==> src/rtl/sensor_timing_pkg.sv <==
// Shared definitions for the sensor timing generator.
//   MODE_*     : 2-bit test-pattern selector values
//   state_t    : frame sequencer state encoding
//   clamp_cfg  : maps a zero timing field to one so every interval lasts at least a cycle
package sensor_timing_pkg;

    localparam logic [1:0] MODE_CONST = 2'd0;
    localparam logic [1:0] MODE_HRAMP = 2'd1;
    localparam logic [1:0] MODE_VRAMP = 2'd2;
    localparam logic [1:0] MODE_CHECK = 2'd3;

    typedef enum logic [1:0] {
        S_IDLE   = 2'd0,
        S_ACTIVE = 2'd1,
        S_HBLANK = 2'd2,
        S_VBLANK = 2'd3
    } state_t;

    // Callers cast the result back to their own field width.
    function automatic logic [31:0] clamp_cfg(input logic [31:0] v);
        return (v == 32'd0) ? 32'd1 : v;
    endfunction

endpackage

==> src/rtl/sensor_timing_gen_if.sv <==
// Video output bundle of the sensor timing generator.
//   fvals/lvals  : frame / line valid
//   datapar_out  : NCH channels of DW bits, channel k at [k*DW +: DW]
//   frame_done   : one-cycle pulse on the last vblank cycle
//   frame_cnt    : completed-frame counter
// master = generator side, slave = consumer side.
interface sensor_timing_gen_if #(
    parameter int NCH = 8,
    parameter int DW  = 12
);
    logic                fvals;
    logic                lvals;
    logic [NCH*DW-1:0]   datapar_out;
    logic                frame_done;
    logic [15:0]         frame_cnt;

    modport master (output fvals, output lvals, output datapar_out,
                    output frame_done, output frame_cnt);
    modport slave  (input fvals, input lvals, input datapar_out,
                    input frame_done, input frame_cnt);
endinterface

==> src/rtl/sensor_pattern_gen.sv <==
// Test-pattern generator: one registered word of NCH pixel channels.
//   clk_rxg, rst_rx_n : clock, synchronous active-low reset
//   mode, const_val   : pattern selector and constant for mode 0
//   pix, ln           : cycle index within the line, line index within the frame
//   lval_next         : line-valid that will be registered alongside this data
//   data_out          : registered pixels, zero whenever the line is not valid
module sensor_pattern_gen
    import sensor_timing_pkg::*;
#(
    parameter int NCH = 8,
    parameter int DW  = 12,
    parameter int CW  = 12
) (
    input  logic              clk_rxg,
    input  logic              rst_rx_n,
    input  logic [1:0]        mode,
    input  logic [DW-1:0]     const_val,
    input  logic [CW-1:0]     pix,
    input  logic [CW-1:0]     ln,
    input  logic              lval_next,
    output logic [NCH*DW-1:0] data_out
);

    logic [NCH*DW-1:0] data_d;
    logic [NCH*DW-1:0] data_q;

    generate
        for (genvar gi = 0; gi < NCH; gi++) begin : g_ch
            logic [DW-1:0] ch_d;

            always_comb begin
                ch_d = '0;
                if (lval_next) begin
                    case (mode)
                        MODE_CONST: ch_d = const_val;
                        // Casting to DW bits gives the mod 2^DW wrap.
                        MODE_HRAMP: ch_d = DW'(32'(pix) * 32'(NCH) + 32'(gi));
                        MODE_VRAMP: ch_d = DW'(ln);
                        default:    ch_d = {DW{pix[0] ^ ln[0]}};
                    endcase
                end
            end

            assign data_d[gi*DW +: DW] = ch_d;
        end
    endgenerate

    always_ff @(posedge clk_rxg) begin
        if (!rst_rx_n) begin
            data_q <= '0;
        end else begin
            data_q <= data_d;
        end
    end

    assign data_out = data_q;

endmodule

==> src/rtl/sensor_timing_gen.sv <==
// CMOS-sensor timing and test-pattern source.
//   clk_rxg, rst_rx_n : pixel clock, synchronous active-low reset
//   enable            : run request, only acted on at frame boundaries
//   cfg_*             : timing/pattern config, captured into shadow registers
//                       when a frame starts
//   vid               : registered fvals/lvals/datapar_out/frame_done/frame_cnt
// Every output is registered from the current sequencer state, so outputs
// trail the state by one clock.
module sensor_timing_gen
    import sensor_timing_pkg::*;
#(
    parameter int NCH = 8,
    parameter int DW  = 12,
    parameter int CW  = 12
) (
    input  logic                clk_rxg,
    input  logic                rst_rx_n,
    input  logic                enable,
    input  logic [CW-1:0]       cfg_active,
    input  logic [CW-1:0]       cfg_hblank,
    input  logic [CW-1:0]       cfg_lines,
    input  logic [CW-1:0]       cfg_vblank,
    input  logic [1:0]          cfg_mode,
    input  logic [DW-1:0]       cfg_const,
    sensor_timing_gen_if.master vid
);

    localparam logic [CW-1:0] ONE = CW'(1);

    state_t        state_q, state_d;
    logic [CW-1:0] cnt_q, cnt_d, ln_q, ln_d;
    logic [CW-1:0] act_q, act_d, hbl_q, hbl_d, lines_q, lines_d, vbl_q, vbl_d;
    logic [1:0]    mode_q, mode_d;
    logic [DW-1:0] const_q, const_d;
    logic          fvals_q, fvals_d, lvals_q, lvals_d, frame_done_q, frame_done_d;
    logic [15:0]   frame_cnt_q, frame_cnt_d;
    logic          latch;

    always_comb begin
        state_d      = state_q;
        cnt_d        = cnt_q;
        ln_d         = ln_q;
        act_d        = act_q;
        hbl_d        = hbl_q;
        lines_d      = lines_q;
        vbl_d        = vbl_q;
        mode_d       = mode_q;
        const_d      = const_q;
        frame_cnt_d  = frame_cnt_q;
        frame_done_d = 1'b0;
        latch        = 1'b0;

        // ">=" rather than "==" keeps counters from running past their limit.
        case (state_q)
            S_IDLE: begin
                if (enable) begin
                    latch   = 1'b1;
                    state_d = S_ACTIVE;
                    cnt_d   = '0;
                    ln_d    = '0;
                end
            end
            S_ACTIVE: begin
                if (cnt_q >= act_q - ONE) begin
                    state_d = S_HBLANK;
                    cnt_d   = '0;
                end else begin
                    cnt_d = cnt_q + ONE;
                end
            end
            S_HBLANK: begin
                if (cnt_q >= hbl_q - ONE) begin
                    cnt_d = '0;
                    if (ln_q >= lines_q - ONE) begin
                        state_d = S_VBLANK;
                    end else begin
                        ln_d    = ln_q + ONE;
                        state_d = S_ACTIVE;
                    end
                end else begin
                    cnt_d = cnt_q + ONE;
                end
            end
            default: begin // S_VBLANK
                if (cnt_q >= vbl_q - ONE) begin
                    cnt_d        = '0;
                    ln_d         = '0;
                    frame_done_d = 1'b1;
                    frame_cnt_d  = frame_cnt_q + 16'd1;
                    if (enable) begin
                        latch   = 1'b1;
                        state_d = S_ACTIVE;
                    end else begin
                        state_d = S_IDLE;
                    end
                end else begin
                    cnt_d = cnt_q + ONE;
                end
            end
        endcase

        // Config is only captured as a frame starts, so mid-frame edits wait.
        if (latch) begin
            act_d   = CW'(clamp_cfg(32'(cfg_active)));
            hbl_d   = CW'(clamp_cfg(32'(cfg_hblank)));
            lines_d = CW'(clamp_cfg(32'(cfg_lines)));
            vbl_d   = CW'(clamp_cfg(32'(cfg_vblank)));
            mode_d  = cfg_mode;
            const_d = cfg_const;
        end

        fvals_d = (state_q == S_ACTIVE) || (state_q == S_HBLANK);
        lvals_d = (state_q == S_ACTIVE);
    end

    always_ff @(posedge clk_rxg) begin
        if (!rst_rx_n) begin
            state_q      <= S_IDLE;
            cnt_q        <= '0;
            ln_q         <= '0;
            act_q        <= ONE;
            hbl_q        <= ONE;
            lines_q      <= ONE;
            vbl_q        <= ONE;
            mode_q       <= MODE_CONST;
            const_q      <= '0;
            fvals_q      <= 1'b0;
            lvals_q      <= 1'b0;
            frame_done_q <= 1'b0;
            frame_cnt_q  <= '0;
        end else begin
            state_q      <= state_d;
            cnt_q        <= cnt_d;
            ln_q         <= ln_d;
            act_q        <= act_d;
            hbl_q        <= hbl_d;
            lines_q      <= lines_d;
            vbl_q        <= vbl_d;
            mode_q       <= mode_d;
            const_q      <= const_d;
            fvals_q      <= fvals_d;
            lvals_q      <= lvals_d;
            frame_done_q <= frame_done_d;
            frame_cnt_q  <= frame_cnt_d;
        end
    end

    logic [NCH*DW-1:0] pat_data;

    sensor_pattern_gen #(
        .NCH (NCH),
        .DW  (DW),
        .CW  (CW)
    ) u_pattern (
        .clk_rxg   (clk_rxg),
        .rst_rx_n  (rst_rx_n),
        .mode      (mode_q),
        .const_val (const_q),
        .pix       (cnt_q),
        .ln        (ln_q),
        .lval_next (state_q == S_ACTIVE),
        .data_out  (pat_data)
    );

    assign vid.fvals       = fvals_q;
    assign vid.lvals       = lvals_q;
    assign vid.datapar_out = pat_data;
    assign vid.frame_done  = frame_done_q;
    assign vid.frame_cnt   = frame_cnt_q;

endmodule

==> src/flat_wrapper.sv <==
// flat-port wrapper written by rule: the top's interface ports become plain ports
module sensor_timing_gen_flat import sensor_timing_pkg::*;
#(
    parameter int NCH = 8,
    parameter int DW  = 12,
    parameter int CW  = 12
)
  (clk_rxg, rst_rx_n, enable, cfg_active, cfg_hblank, cfg_lines, cfg_vblank, cfg_mode, cfg_const, vid_fvals, vid_lvals, vid_datapar_out, vid_frame_done, vid_frame_cnt);
  sensor_timing_gen_if #(.NCH(NCH), .DW(DW)) vid_i ();
  input  logic clk_rxg;
  input  logic rst_rx_n;
  input  logic enable;
  input  logic [CW-1:0] cfg_active;
  input  logic [CW-1:0] cfg_hblank;
  input  logic [CW-1:0] cfg_lines;
  input  logic [CW-1:0] cfg_vblank;
  input  logic [1:0] cfg_mode;
  input  logic [DW-1:0] cfg_const;
  output wire logic [$bits(vid_i.fvals)-1:0] vid_fvals;
  output wire logic [$bits(vid_i.lvals)-1:0] vid_lvals;
  output wire logic [$bits(vid_i.datapar_out)-1:0] vid_datapar_out;
  output wire logic [$bits(vid_i.frame_done)-1:0] vid_frame_done;
  output wire logic [$bits(vid_i.frame_cnt)-1:0] vid_frame_cnt;
  assign vid_fvals = vid_i.fvals;
  assign vid_lvals = vid_i.lvals;
  assign vid_datapar_out = vid_i.datapar_out;
  assign vid_frame_done = vid_i.frame_done;
  assign vid_frame_cnt = vid_i.frame_cnt;
  sensor_timing_gen #(.NCH(NCH), .DW(DW), .CW(CW)) u_core (.clk_rxg(clk_rxg), .rst_rx_n(rst_rx_n), .enable(enable), .cfg_active(cfg_active), .cfg_hblank(cfg_hblank), .cfg_lines(cfg_lines), .cfg_vblank(cfg_vblank), .cfg_mode(cfg_mode), .cfg_const(cfg_const), .vid(vid_i));
endmodule
==> config.mk <==
export PLATFORM = sky130hd
export DESIGN_NAME = sensor_timing_gen_flat
export DESIGN_NICKNAME = d
export VERILOG_FILES = /design/src/rtl/sensor_timing_pkg.sv /design/src/rtl/sensor_timing_gen_if.sv /design/src/rtl/sensor_pattern_gen.sv /design/src/rtl/sensor_timing_gen.sv /design/src/flat_wrapper.sv
export SDC_FILE = /design/constraint.sdc
export NUM_CORES = 1
export LEC_CHECK = 0
export CAP_MARGIN = 20
export CELL_PAD_IN_SITES_DETAIL_PLACEMENT = 0
export CELL_PAD_IN_SITES_GLOBAL_PLACEMENT = 1
export CORE_MARGIN = 5
export CORE_UTILIZATION = 41
export DETAILED_ROUTE_END_ITERATION = 12
export PLACE_DENSITY = 0.88
export SETUP_SLACK_MARGIN = 0.5
export SLEW_MARGIN = 15
export SYNTH_ARGS = -nofsm -noshare
export SYNTH_HDL_FRONTEND = slang
export SYNTH_HIERARCHICAL = 1
export SYNTH_SLANG_ARGS = --single-unit
==> constraint.sdc <==
create_clock -name clk_rxg -period 6.3 [get_ports clk_rxg]
set_input_delay 0.63 -clock clk_rxg [delete_from_list [all_inputs] [get_ports clk_rxg]]
set_output_delay 0.63 -clock clk_rxg [all_outputs]
set_load 0.02 [all_outputs]
==> run summary <==
Grt total ovfl = 0
CP Capture Type = flop
Hpwl dp = 15,200 um
Crit-path slowest cell = a22oi_4
Unrepaired setup endpoints after global routing = false
Hold/Removal Path Class = flop to flop
Largest net degree at the start of global routing = 60
Top FF cell, synth = dfxtp_1
Vias in the first global route = 6,604
Count of max-cap constraint violations = 0
Setup_tns = 0 ns
Htree depth = 4
Syn nets = 1,066
Initial Util = 41.3%
Synth top area share = 30.7%
Seq/Total Area, Yosys = 30.7%
Global Route Usage Sum = 18.9%
Die width = 149 um
CTS buffer count = 17
Synth Area per Inst = 8.46 um2
Synthesized netlist cell count = 942
Clock buffer depth = 2
PortBufs = 179
DRC violations left = 0
Asr flop ratio synth = 0%
Cell-internal power = 0.00183 W
Hold_buf cts = 0
Rows = 51
Synth unique cells = 65
Area Overhead vs Synth = 24.0%
Num ports = 180
Max frequency = 0.290 GHz
Nets@finish = 1,139
Crit-path max FO = 32
Sw Ratio = 36.8%
CP required = 6.63 ns
Final Hold Fails = 0
CTS Root Cell = clkbuf_16
Initial antenna violation count = 0
1st-iter DRT viols = 628
CTS tree = done
Area contributors post-synth = dfxtp_1 31%, ha_1 9.3%, buf_4 7.8%
Num Clock Sinks = 122
Cells after DPL = 1,260
Final setup vio count = 0
Post-CTS Setup Repair Bufs = 0
WL final = 21,000 um
CTS clk-pin slew, worst paths = 0.06 ns
Gpl congestion = 0.812
Sw Pwr = 0.00107 W
Clk_lat worst skew = 0.42 ns
Min Tclk post-route = 3.45 ns
Flop-to-flop setup slack = 2.85 ns
First-pass GRT wire length = 34,100 um
Clk_skew = 0.00747 ns
Layout cells sized above 1 = 6.91%
Slowest stage delay, CP = 0.62 ns
Die Y = 149 um
Post-Synthesis Cell Area = 7970 um2
Max Transition Viols Final = 0
Combinational share of power = 35.9%
Clock share of power = 31.0%
Post-synth EDFFs = 0
Ys Warns = 6
Worst path arrival time = 3.78 ns
WS Path Type = flop to flop
Peak supply drop = 0.000226 V
Core Area = 19,300 um2
Cell area power density = 294 nW/um2
Startpoint types = flop
Synth area leader = dfxtp_1
Antenna cells = 0
Detail-routed via count per cell = 5.50
Final worst-path cycle share = 54.8%
Most common cell in the netlist = dfxtp_1
Detail Route Antenna Nets = 0
Post-synth top cells = 122 x dfxtp_1, 89 x a21oi_1, 83 x buf_4, 76 x nand3_1, 75 x o21ai_0
Pleak = 3.47 nW
Status = complete, no violations
DR vias = 7,106
Tightest Pin Transition = 0.984 ns
Finished Layout Cells = 1,292
Finished Core Util = 51.2%
Post-cts sizing count = 0
Drt pass-1 iters = 5
Fraction of power consumed by sequential logic = 33.0%
Number of synthesized register bits = 122
Full die area = 22,300 um2
Crit path cell chain = nor4_1, nand2_1, nor2_1, xnor2_1, ha_1, a21oi_1, o21ai_0, a41o_4, a22oi_4, o21ai_2, a211oi_1
Drt wl/cell = 16.3 um
Max_slew headroom = 34.4%
## flip-flops by register name (all words and copies together) (netlist names), 2 cells and up
register	count
u_core/const_q	12
u_core/vbl_q	12
u_core/mode_q	2
u_core/vid.frame_cnt	16
u_core/u_pattern/data_out	15
u_core/act_q	12
u_core/ln_q	12
u_core/lines_q	12
u_core/state_q	2
u_core/hbl_q	12
u_core/cnt_q	12
## kinds of logic (layout without fill, tap and decap cells)
logic type               Yosys count  count (layout)  share of synthesized area, %
multiplexers                      13              13                          2.98
buffers and inverters            161             246                          12.1
adder cells (fa/ha/maj)           59              59                          9.27
flip-flops                       122             122                          30.7
AND/OR/NAND/NOR                  282             282                          19.1
XOR/XNOR                          51              51                          5.61
AO/OA/AOI/OAI                    254             254                          20.3
## power by group through the flow
stage / Clock, W / Sequential (W) / Combinational (W)
6_report: 0.000901 / 0.000959 / 0.00104
5_1_grt: 0.000958 / 0.000975 / 0.00117
4_1_cts: 0.000915 / 0.000959 / 0.00104
3_5_place_dp: 0 / 0.000976 / 0.00103
3_3_place_gp: 0 / 0.000972 / 0.00101
2_1_floorplan: 0 / 0.000946 / 0.000794
## cell type report
cell class / count / area [um2]
Clock buffer: 19 / 443
Clock inverter: 12 / 101
Fill cell: 1880 / 9400
Inverter: 29 / 109
Multi-Input combinational cell: 659 / 4580
Sequential cell: 122 / 2440
Tap cell: 265 / 332
Timing Repair Buffer: 186 / 1860
## stage by stage
step | worst slack [ns] | instance area, um2 | hold slack [ns] | total power [W]
global placement | 2.73 | 9300 | 0.459 | 0.00198
finish | 2.85 | 9880 | 0.476 | 0.00290
global route | 2.46 | 9880 | 0.514 | 0.00310
detailed placement | 2.61 | 9300 | 0.467 | 0.00200
floorplan | 3.52 | 7970 | 0.449 | 0.00174
CTS | 2.60 | 9850 | 0.475 | 0.00291
## routing by layer
metal  share of wire, %  track usage, %  wire length, um
met1                 45            25.2             9410
met2                 46            30.5             9740
met3                6.8            3.92             1430
met4                2.2            6.27              466
met5                  0               0                0
## worst max-delay path: cells and delay by family (launching register included)
family	cells	cell delay (ns)
and+or+nand+nor	3	0.71
adders and majority gates	1	0.26
xor gates and xnor gates	1	0.13
DFF	1	0.35
AOI/OAI and AO/OA	6	1.89
## final timing paths
check | start | end | depth (start not counted)
hold reg to reg | u_core/const_q[7] | u_core/const_q[7] | 2
hold / removal | u_core/const_q[7] | u_core/const_q[7] | 2
setup reg to reg | u_core/vbl_q[2] | u_core/cnt_q[9] | 11
setup / recovery | u_core/vbl_q[2] | u_core/cnt_q[9] | 11
## cell usage in the layout (no fill, tap or decap), types with 24 or more instances in the layout
master,instances
a21oi_1,89
clkdlybuf4s50_1,179
dfxtp_1,122
ha_1,59
inv_1,27
nand2_1,49
nand3_1,76
nor2_1,32
o21ai_0,75
xnor2_1,27
xor2_1,24
No activity file was read; power rests on OpenSTA's default activity.
